**config.mk**
```make
export PLATFORM = sky130hd
export DESIGN_NAME = onebc_inpcond
export DESIGN_NICKNAME = d
export VERILOG_FILES = /design/src/rtl/onebc_inpcond.sv
export SDC_FILE = /design/constraint.sdc
export NUM_CORES = 1
export LEC_CHECK = 0
export ABC_AREA = 1
export CORE_MARGIN = 2
export CORE_UTILIZATION = 46
export DETAILED_ROUTE_END_ITERATION = 7
export PLACE_DENSITY_LB_ADDON = 0.05
export SYNTH_ARGS = -nofsm -noshare
export SYNTH_HDL_FRONTEND = slang
export SYNTH_SLANG_ARGS = --single-unit
```
**constraint.sdc**
```tcl
create_clock -name clk_i -period 1.2 [get_ports clk_i]
set_input_delay 0.36 -clock clk_i [delete_from_list [all_inputs] [get_ports clk_i]]
set_output_delay 0.36 -clock clk_i [all_outputs]
set_load 0.05 [all_outputs]
```
**src/rtl/onebc_inpcond.sv**
```systemverilog
// onebc_inpcond: eight-channel input conditioner feeding the onebc core.
// Each raw input passes through a two-flop synchronizer and a per-channel
// consecutive-sample debouncer. Outputs are driven only from flops: ins_o
// carries the accepted stable levels and chg_o strobes for one cycle on every
// accepted transition in either direction.
module onebc_inpcond #(
  parameter int WIDTH    = 8,
  parameter int DEBOUNCE = 4
) (
  input  logic             clk_i,
  input  logic             rst_i,
  input  logic [WIDTH-1:0] raw_i,
  output logic [WIDTH-1:0] ins_o,
  output logic [WIDTH-1:0] chg_o
);

  // A single-bit counter is kept even for DEBOUNCE=1 so the datapath shape
  // does not change; with DEBOUNCE=1 it simply never leaves zero.
  localparam int CNT_W = (DEBOUNCE > 1) ? $clog2(DEBOUNCE) : 1;
  localparam logic [CNT_W-1:0] CNT_LAST = CNT_W'(DEBOUNCE - 1);
  localparam logic [CNT_W-1:0] CNT_ONE  = CNT_W'(1);
  localparam logic [CNT_W-1:0] CNT_ZERO = CNT_W'(0);

  // Synchronizer stages.
  logic [WIDTH-1:0]            sync1_r;
  logic [WIDTH-1:0]            sync2_r;

  // Debounce state.
  logic [WIDTH-1:0]            stable_r;
  logic [WIDTH-1:0][CNT_W-1:0] cnt_r;
  logic [WIDTH-1:0]            chg_r;

  // Next-state values computed from the pre-edge register contents.
  logic [WIDTH-1:0]            stable_nxt_s;
  logic [WIDTH-1:0][CNT_W-1:0] cnt_nxt_s;
  logic [WIDTH-1:0]            chg_nxt_s;

  // Per-channel debounce decision: a synchronized sample equal to the stable
  // level restarts the run; DEBOUNCE consecutive mismatches accept the level.
  // The accept test uses >= so an out-of-range count (only reachable through
  // a corrupted flop when DEBOUNCE is not a power of two) recovers at once
  // instead of counting through the unused codes.
  always_comb begin
    stable_nxt_s = stable_r;
    cnt_nxt_s    = {(WIDTH*CNT_W){1'b0}};
    chg_nxt_s    = {WIDTH{1'b0}};
    for (int n = 0; n < WIDTH; n++) begin
      if (sync2_r[n] == stable_r[n]) begin
        cnt_nxt_s[n] = CNT_ZERO;
        chg_nxt_s[n] = 1'b0;
      end else if (cnt_r[n] >= CNT_LAST) begin
        stable_nxt_s[n] = sync2_r[n];
        cnt_nxt_s[n]    = CNT_ZERO;
        chg_nxt_s[n]    = 1'b1;
      end else begin
        cnt_nxt_s[n] = cnt_r[n] + CNT_ONE;
        chg_nxt_s[n] = 1'b0;
      end
    end
  end

  // Register update; reset clears synchronizers and debounce state alike,
  // so a reset edge overrides any acceptance that would coincide with it.
  always_ff @(posedge clk_i) begin
    if (rst_i) begin
      sync1_r  <= {WIDTH{1'b0}};
      sync2_r  <= {WIDTH{1'b0}};
      stable_r <= {WIDTH{1'b0}};
      cnt_r    <= {(WIDTH*CNT_W){1'b0}};
      chg_r    <= {WIDTH{1'b0}};
    end else begin
      sync1_r  <= raw_i;
      sync2_r  <= sync1_r;
      stable_r <= stable_nxt_s;
      cnt_r    <= cnt_nxt_s;
      chg_r    <= chg_nxt_s;
    end
  end

  assign ins_o = stable_r;
  assign chg_o = chg_r;

endmodule

```
==> reports/qor.csv, run 1 <==
stage;metric;value;unit
status;status;finished, violations left;
status;violated checks;negative setup slack;
global_route;largest net degree at the start of global routing;25;
die;Boundary Pins;26;
placed_design;Final GP Congestion;0.707;
setup_path;slowest cell delay on critical path;0.38;ns
setup_path;CP Capture Type;primary output;
routing;Met2 Wirelength;1.49;mm
routing;DRC;0;
die;Initial Util;49.0;%
power;total power;2.47;mW
cells_and_area;fillcell total;277;
setup_path;delay-heaviest family, CP;flip-flops;
die;Cell Rows;21;
global_route;first-pass GRT wire length;5.07;mm
cells_and_area;final instance area;2260;sq um
placed_design;Port Buf Inserts;25;
cells_and_area;final core occ;66.3;%
power;P_leak;0.987;nW
timing;skew final;0.00471;ns
synthesis;ranking of synthesized cells by area;dfxtp_1 57%, inv_1 11%, nor2_1 9.0%;
timing;Final Hold Fails;0;
cells_and_area;layout cells sized above 1;20.5;%
setup_path;slowest CP cell;dfxtp_4;
power;Peak VDD IR;932;uV
clock_network;clk sink count;48;
timing;Slew @ Worst Pin;0.190;ns
setup_path;startpoint types;register;
global_route;gr usage total;15.8;%
synthesis;Avg Inst Size Synth;8.50;sq um
clock_network;clock latency on the worst-skew pair;0.34;ns
timing;setup TNS;-0.126;ns
timing;setup violators final;8;
routing;uppermost layer routed;met4;
global_route;remaining global-route overflow;0;
global_route;initial antenna violation count;0;
placed_design;dpl ws;-0.231;ns
die;die area;4140;sq um
placed_design;placed cells;265;
synthesis;proportion of synthesized area in mux cells;0;%
cells_and_area;Non-Filler Instances;280;
setup_path;WS Path Type;reg -> out;
timing;FMAX;819;MHz
synthesis;Compound-Gate Fraction of Synth Area;4.78;%
routing;Via-to-Cell Ratio;4.51;
synthesis;largest family of logic cells by synthesized area;simple AND/OR/NAND/NOR gates;
synthesis;Synth Area in Simple Gates;18.3;%
synthesis;XOR/XNOR share of the synthesized area;0;%
routing;Pre-antenna DRT Iters;4;
synthesis;YS warnings;0;
timing;hold_ws;0.412;ns
routing;routed len/inst;9.91;um
setup_path;Arr. time, crit path;0.86;ns
clock_network;CTS Buffer Depth;2;
timing;Max Slew Vio Count;0;
die;Die H;64.4;um
setup_path;crit-path max FO;4;
cells_and_area;diode count;0;
routing;met1 wire length;1.12;mm
clock_network;hold_buf cts;0;
die;Core Box Area;3420;sq um
routing;antenna viol nets, final;0;
synthesis;area leader, netlist;dfxtp_1;
cells_and_area;Area Growth Syn to Fin;35.1;%
timing;slew margin rel.;87.2;%
die;Die X;64.4;um
global_route;number of global-route vias before repair;1277;
synthesis;Post-Syn Nets;215;
cells_and_area;most common cell after layout, fill and taps aside;inv_1;
placed_design;hpwl dp;1.99;mm
synthesis;Seq/Total Area, Yosys;57.4;%
placed_design;Post-DP Area;2110;sq um
clock_network;CTS tree;done;
synthesis;top-area cell type share of the netlist area;57.4;%
routing;metal3 WL;126;um
routing;wirelength, routed;2.78;mm
setup_path;WP data required;0.84;ns
synthesis;mapped cell area;1680;sq um
timing;Tcrit/Tclk final;102;%
routing;initial DRC count;48;
routing;Via Count;1263;
timing;Final Critical Period;1.22;ns
timing;Final WS setup;-0.0216;ns
setup_path;buffer and inverter count on the worst path;1;
cells_and_area;Net count, final;251;
synthesis;Unique masters post-synth;14;
job;maximum capacitance violations;0;
cells_and_area;most frequent cells in the layout;48 x inv_1, 40 x nor2_1, 32 x dfxtp_1, 16 x nand2_1, 16 x buf_12;
power;pwr/cell area;1090;nW/um^2
clock_network;clock slew at reported path FFs;0.12;ns
timing;unrepaired setup endpoints after global routing;true;
setup_path;CP cell instances;buf_12;
clock_network;CTS root buffer;clkbuf_4;
clock_network;TritonCTS Buffers;5;
synthesis;Mapped Cells;197;
worst_hold_path;HP Class;reg -> reg;
synthesis;flops & latches, synth;48;
clock_network;H-tree depth;2;
synthesis;adder-cell area share of the yosys netlist;5.97;%
-- synthesized netlist by cell type --
master,n
nand4_1,7
nor2_1,40
nand3_1,8
nand4_2,1
buf_6,3
clkinv_4,1
a21oi_1,8
o21ai_1,2
nand2_1,16
inv_1,48
o21ai_0,6
dfxtp_1,48
ha_1,8
buf_2,1
-- flip-flops by register name (all words and copies together), names as in the netlist --
register / count
chg_o: 8
cnt_r: 16
ins_o: 8
sync1_r: 8
sync2_r: 8
-- tightest hold or removal path: cells and delay by family, from the launching register on --
| kind | cells | cell delay, ns |
|---|---|---|
| flops | 1 | 0.32 |
| buf+inv | 1 | 0.04 |
| simple gates | 1 | 0.03 |
-- layer usage --
layer  GRT usage [%]  vias to the layer above
met2            31.0                       25
met5               0                        -
li1                -                      664
met1            15.5                      567
met3            3.87                        7
met4            6.65                        0
-- final timing paths --
check	to	slack, ns	start	depth (start not counted)
max	ins_o[5]	-0.02	ins_o[5]$_SDFFE_PP0P_	1
min	sync2_r[0]$_SDFF_PP0_	0.41	sync1_r[0]$_SDFF_PP0_	2
max reg2reg	cnt_r[5]$_SDFF_PP0_	0.21	cnt_r[4]$_SDFF_PP0_	4
min reg2reg	sync2_r[0]$_SDFF_PP0_	0.41	sync1_r[0]$_SDFF_PP0_	2
-- power by group --
part | switching [mW] | total (mW) | internal [mW]
clock network | 0.450 | 0.740 | 0.290
registers | 0.0131 | 1.62 | 1.61
logic | 0.0581 | 0.110 | 0.0514
-- what timing repair did --
action | CTS | global route
setup endpoints to repair | 16 | 16
pin swaps | 0 | 0
setup buffers | 7 | 0
resized for setup | 24 | 0
hold endpoints to repair | 0 | 0
-- layout make-up --
type | count | area, sq um | area share, %
flip-flops and latches | 48 | 1000 | 44.2
multi-input cells | 96 | 487 | 21.5
repair buffers | 33 | 470 | 20.8
inverters | 49 | 189 | 8.35
clock buffers | 8 | 58.8 | 2.60
well taps | 46 | 57.6 | 2.54
-- kinds of logic after synthesis --
group	count (synthesis)
AND/OR/NAND/NOR	72
buffers and inverters	53
AO/OA/AOI/OAI	16
adder cells (fa/ha/maj)	8
flip-flops	48
No activity file was read; power rests on OpenSTA's default activity.
==> inputs of run 2 (changes only) <==
--- a/config.mk
+++ b/config.mk
@@ -9,6 +9,7 @@
 export CORE_MARGIN = 2
 export CORE_UTILIZATION = 46
 export DETAILED_ROUTE_END_ITERATION = 7
+export HOLD_SLACK_MARGIN = 0.15
 export PLACE_DENSITY_LB_ADDON = 0.05
 export SYNTH_ARGS = -nofsm -noshare
 export SYNTH_HDL_FRONTEND = slang
==> results of run 2 <==
The final DEF is identical to that of run 1; final timing and power are the same.
==> inputs of run 3 (changes only) <==
--- a/config.mk
+++ b/config.mk
@@ -5,7 +5,6 @@
 export SDC_FILE = /design/constraint.sdc
 export NUM_CORES = 1
 export LEC_CHECK = 0
-export ABC_AREA = 1
 export CORE_MARGIN = 2
 export CORE_UTILIZATION = 46
 export DETAILED_ROUTE_END_ITERATION = 7
==> run 3 against run 2 <==
  * First-iteration DRC count fell by 25%
  * The flow still finishes with violations (negative setup slack)
  * Largest power group unchanged
  * Core utilization is 0.55 points higher
  * Synthesized cell count down 37%
==> reports/qor.csv, run 3 <==
stage;metric;value;unit
clock_network;CTS root buffer;clkbuf_4;
setup_path;delay-heaviest family, CP;flip-flops;
power;P_leak;0.860;nW
timing;Final Critical Period;1.23;ns
clock_network;CTS tree;done;
timing;skew final;0.00553;ns
routing;routed len/inst;10.0;um
synthesis;Synth top cells by count;48 x dfxtp_1, 10 x nor2b_1;
setup_path;buffer and inverter count on the worst path;1;
global_route;initial antenna violation count;0;
routing;Via Count;962;
cells_and_area;final core occ;66.8;%
clock_network;clk sink count;48;
timing;slew margin rel.;72.6;%
timing;setup TNS;-0.153;ns
timing;hold_ws;0.388;ns
synthesis;Mapped Cells;125;
routing;wirelength, routed;2.08;mm
setup_path;WS Path Type;reg -> out;
placed_design;Post-DP Area;2090;sq um
cells_and_area;FF/Latch Area;998;sq um
setup_path;r2r setup slk;0.13;ns
synthesis;top-area cell type share of the netlist area;59.1;%
synthesis;Post-Syn Nets;143;
synthesis;EDFF count, synth;0;
cells_and_area;fillcell total;271;
job;maximum capacitance violations;0;
setup_path;crit-path max FO;3;
power;pwr/cell area;1120;nW/um^2
setup_path;RR Endpoint;chg_o[5]$_SDFF_PP0_;
synthesis;area leader, netlist;dfxtp_1;
timing;Slew @ Worst Pin;0.408;ns
status;violated checks;negative setup slack;
routing;Via-to-Cell Ratio;4.65;
synthesis;YS warnings;0;
die;Core Box Area;3360;sq um
global_route;gr usage total;11.8;%
power;Peak VDD IR;829;uV
setup_path;startpoint types;register;
cells_and_area;Area Growth Syn to Fin;38.3;%
die;Die H;63.4;um
die;Boundary Pins;26;
global_route;first-pass GRT wire length;3.68;mm
timing;Final WS setup;-0.0290;ns
timing;Max Slew Vio Count;0;
synthesis;Seq/Total Area, Yosys;59.1;%
setup_path;reg2reg path depth;3;
clock_network;H-tree depth;2;
clock_network;CTS Buffer Depth;2;
die;Cell Rows;21;
global_route;largest net degree at the start of global routing;28;
cells_and_area;Top reg by flops;cnt_r;
setup_path;WP data required;0.84;ns
timing;FMAX;814;MHz
synthesis;Avg Inst Size Synth;13.0;sq um
setup_path;r2r startpoint;ins_o[5]$_SDFFE_PP0P_;
die;Initial Util;48.3;%
routing;initial DRC count;36;
clock_network;TritonCTS Buffers;5;
clock_network;clock slew at reported path FFs;0.12;ns
placed_design;hpwl dp;1.46;mm
timing;Final Hold Fails;0;
synthesis;asr flop ratio synth;0;%
synthesis;top-count cell post-synth;dfxtp_1;
placed_design;Final GP Congestion;0.655;
cells_and_area;Net count, final;179;
setup_path;slowest CP cell;dfxtp_4;
setup_path;CP cell instances;buf_12;
timing;setup violators final;11;
cells_and_area;diode count;0;
clock_network;clock latency on the worst-skew pair;0.35;ns
routing;Pre-antenna DRT Iters;4;
timing;Tcrit/Tclk final;102;%
placed_design;Port Buf Inserts;25;
cells_and_area;most common cell after layout, fill and taps aside;dfxtp_1;
worst_hold_path;Hold EP;ins_o[2]$_SDFFE_PP0P_;
timing;unrepaired setup endpoints after global routing;true;
status;status;finished, violations left;
cells_and_area;max reg flops;16;
worst_hold_path;HP Class;in -> reg;
cells_and_area;final instance area;2250;sq um
setup_path;CP Capture Type;primary output;
setup_path;Arr. time, crit path;0.87;ns
power;total power;2.52;mW
synthesis;top_reg_cell synth;dfxtp_1;
cells_and_area;area taken by multi-input logic gates;628;sq um
die;die area;4020;sq um
setup_path;slowest cell delay on critical path;0.38;ns
synthesis;flops & latches, synth;48;
synthesis;Unique masters post-synth;14;
worst_hold_path;HP Start;rst_i;
routing;DRC;0;
cells_and_area;layout cells sized above 1;32.9;%
synthesis;mapped cell area;1630;sq um
worst_hold_path;hold path cells;3;
cells_and_area;most frequent cells in the layout;32 x dfxtp_1, 18 x buf_12, 10 x nor2b_1, 9 x dfxtp_2;
routing;antenna viol nets, final;0;
global_route;number of global-route vias before repair;941;
die;Die X;63.4;um
clock_network;hold_buf cts;0;
global_route;remaining global-route overflow;0;
synthesis;ranking of synthesized cells by area;dfxtp_1 59%, ha_1 6.2%, nor4_4 5.2%;
-- run 3: cell count changes in the layout (fill, tap and decap cells not counted), moves of 8 or more --
cell / previous run / this run
inv_1: 48 / 0
nor2_1: 40 / 8
nand2_1: 16 / 0
nor2b_1: 0 / 10
a21oi_1: 8 / 0
mux2i_1: 0 / 8
nand3_1: 8 / 0
nor3b_1: 0 / 8
nor4b_1: 0 / 8
xnor2_1: 0 / 8
-- run 3: worst max path at each step --
stage | startpoint | to | slack, ns | cells after the start
floorplan | ins_o[5]$_SDFFE_PP0P_ | cnt_r[11]$_SDFF_PP0_ | 0.004 | 2
global placement | rst_i | cnt_r[1]$_SDFF_PP0_ | 0.18 | 3
detailed placement | rst_i | cnt_r[15]$_SDFF_PP0_ | 0.14 | 3
CTS | ins_o[7]$_SDFFE_PP0P_ | ins_o[7] | -0.06 | 1
global route | ins_o[7]$_SDFFE_PP0P_ | ins_o[7] | -0.08 | 1
finish | ins_o[7]$_SDFFE_PP0P_ | ins_o[7] | -0.03 | 1
-- run 3: cell type report --
cell class | count | share of cell area, %
clock buffer | 7 | 2.90
multi-input combinational | 72 | 28.0
sequential | 48 | 44.4
tap | 46 | 2.56
timing repair buffer | 34 | 22.2
-- run 3: cells by family (layout without fill, tap and decap cells) --
family / count (synthesis) / count (layout) / synth area share [%]
simple gates: 48 / 48 / 23.2
mux: 8 / 8 / 4.93
buf+inv: 5 / 41 / 2.23
flops: 48 / 48 / 59.1
xor+xnor: 8 / 8 / 4.31
fa+ha+maj: 8 / 8 / 6.16
-- run 3: stage by stage --
stage	std cells	worst slack, ns
after global routing	207	-0.0791
after floorplan	125	0.00379
final	207	-0.0290
after CTS	207	-0.0593
after global placement	193	0.177
after detailed placement	193	0.141
-- run 3: worst reg2reg max path: stages (launching register included) --
cell and delay [ns]:
dfxtp_4 0.38, buf_4 0.13, xnor2_1 0.36, nor3b_1 0.09
-- run 3: power breakdown --
group          switching [mW]  internal, mW  total, mW
Clock                   0.445         0.333      0.778
Sequential             0.0149          1.61       1.62
Combinational          0.0490        0.0674      0.116
Total                   0.509          2.01       2.52
-- run 3: repair_timing --
action / 4_1_cts / 5_1_grt
setup buffers: 7 / 0
setup endpoints to repair: 16 / 16
endpoints found under the hold margin: 0 / 0
resized for setup: 23 / 0
-- run 3: metal layers --
| layer | part of all wire (%) | routed length, um | global-route usage (%) | up-vias |
|---|---|---|---|---|
| li1 | - | - | - | 503 |
| met1 | 45 | 937 | 12.7 | 432 |
| met2 | 46 | 957 | 19.3 | 25 |
| met3 | 7.7 | 161 | 5.89 | 2 |
| met4 | 1.0 | 21 | 5.71 | 0 |
| met5 | 0 | 0 | 0 | - |
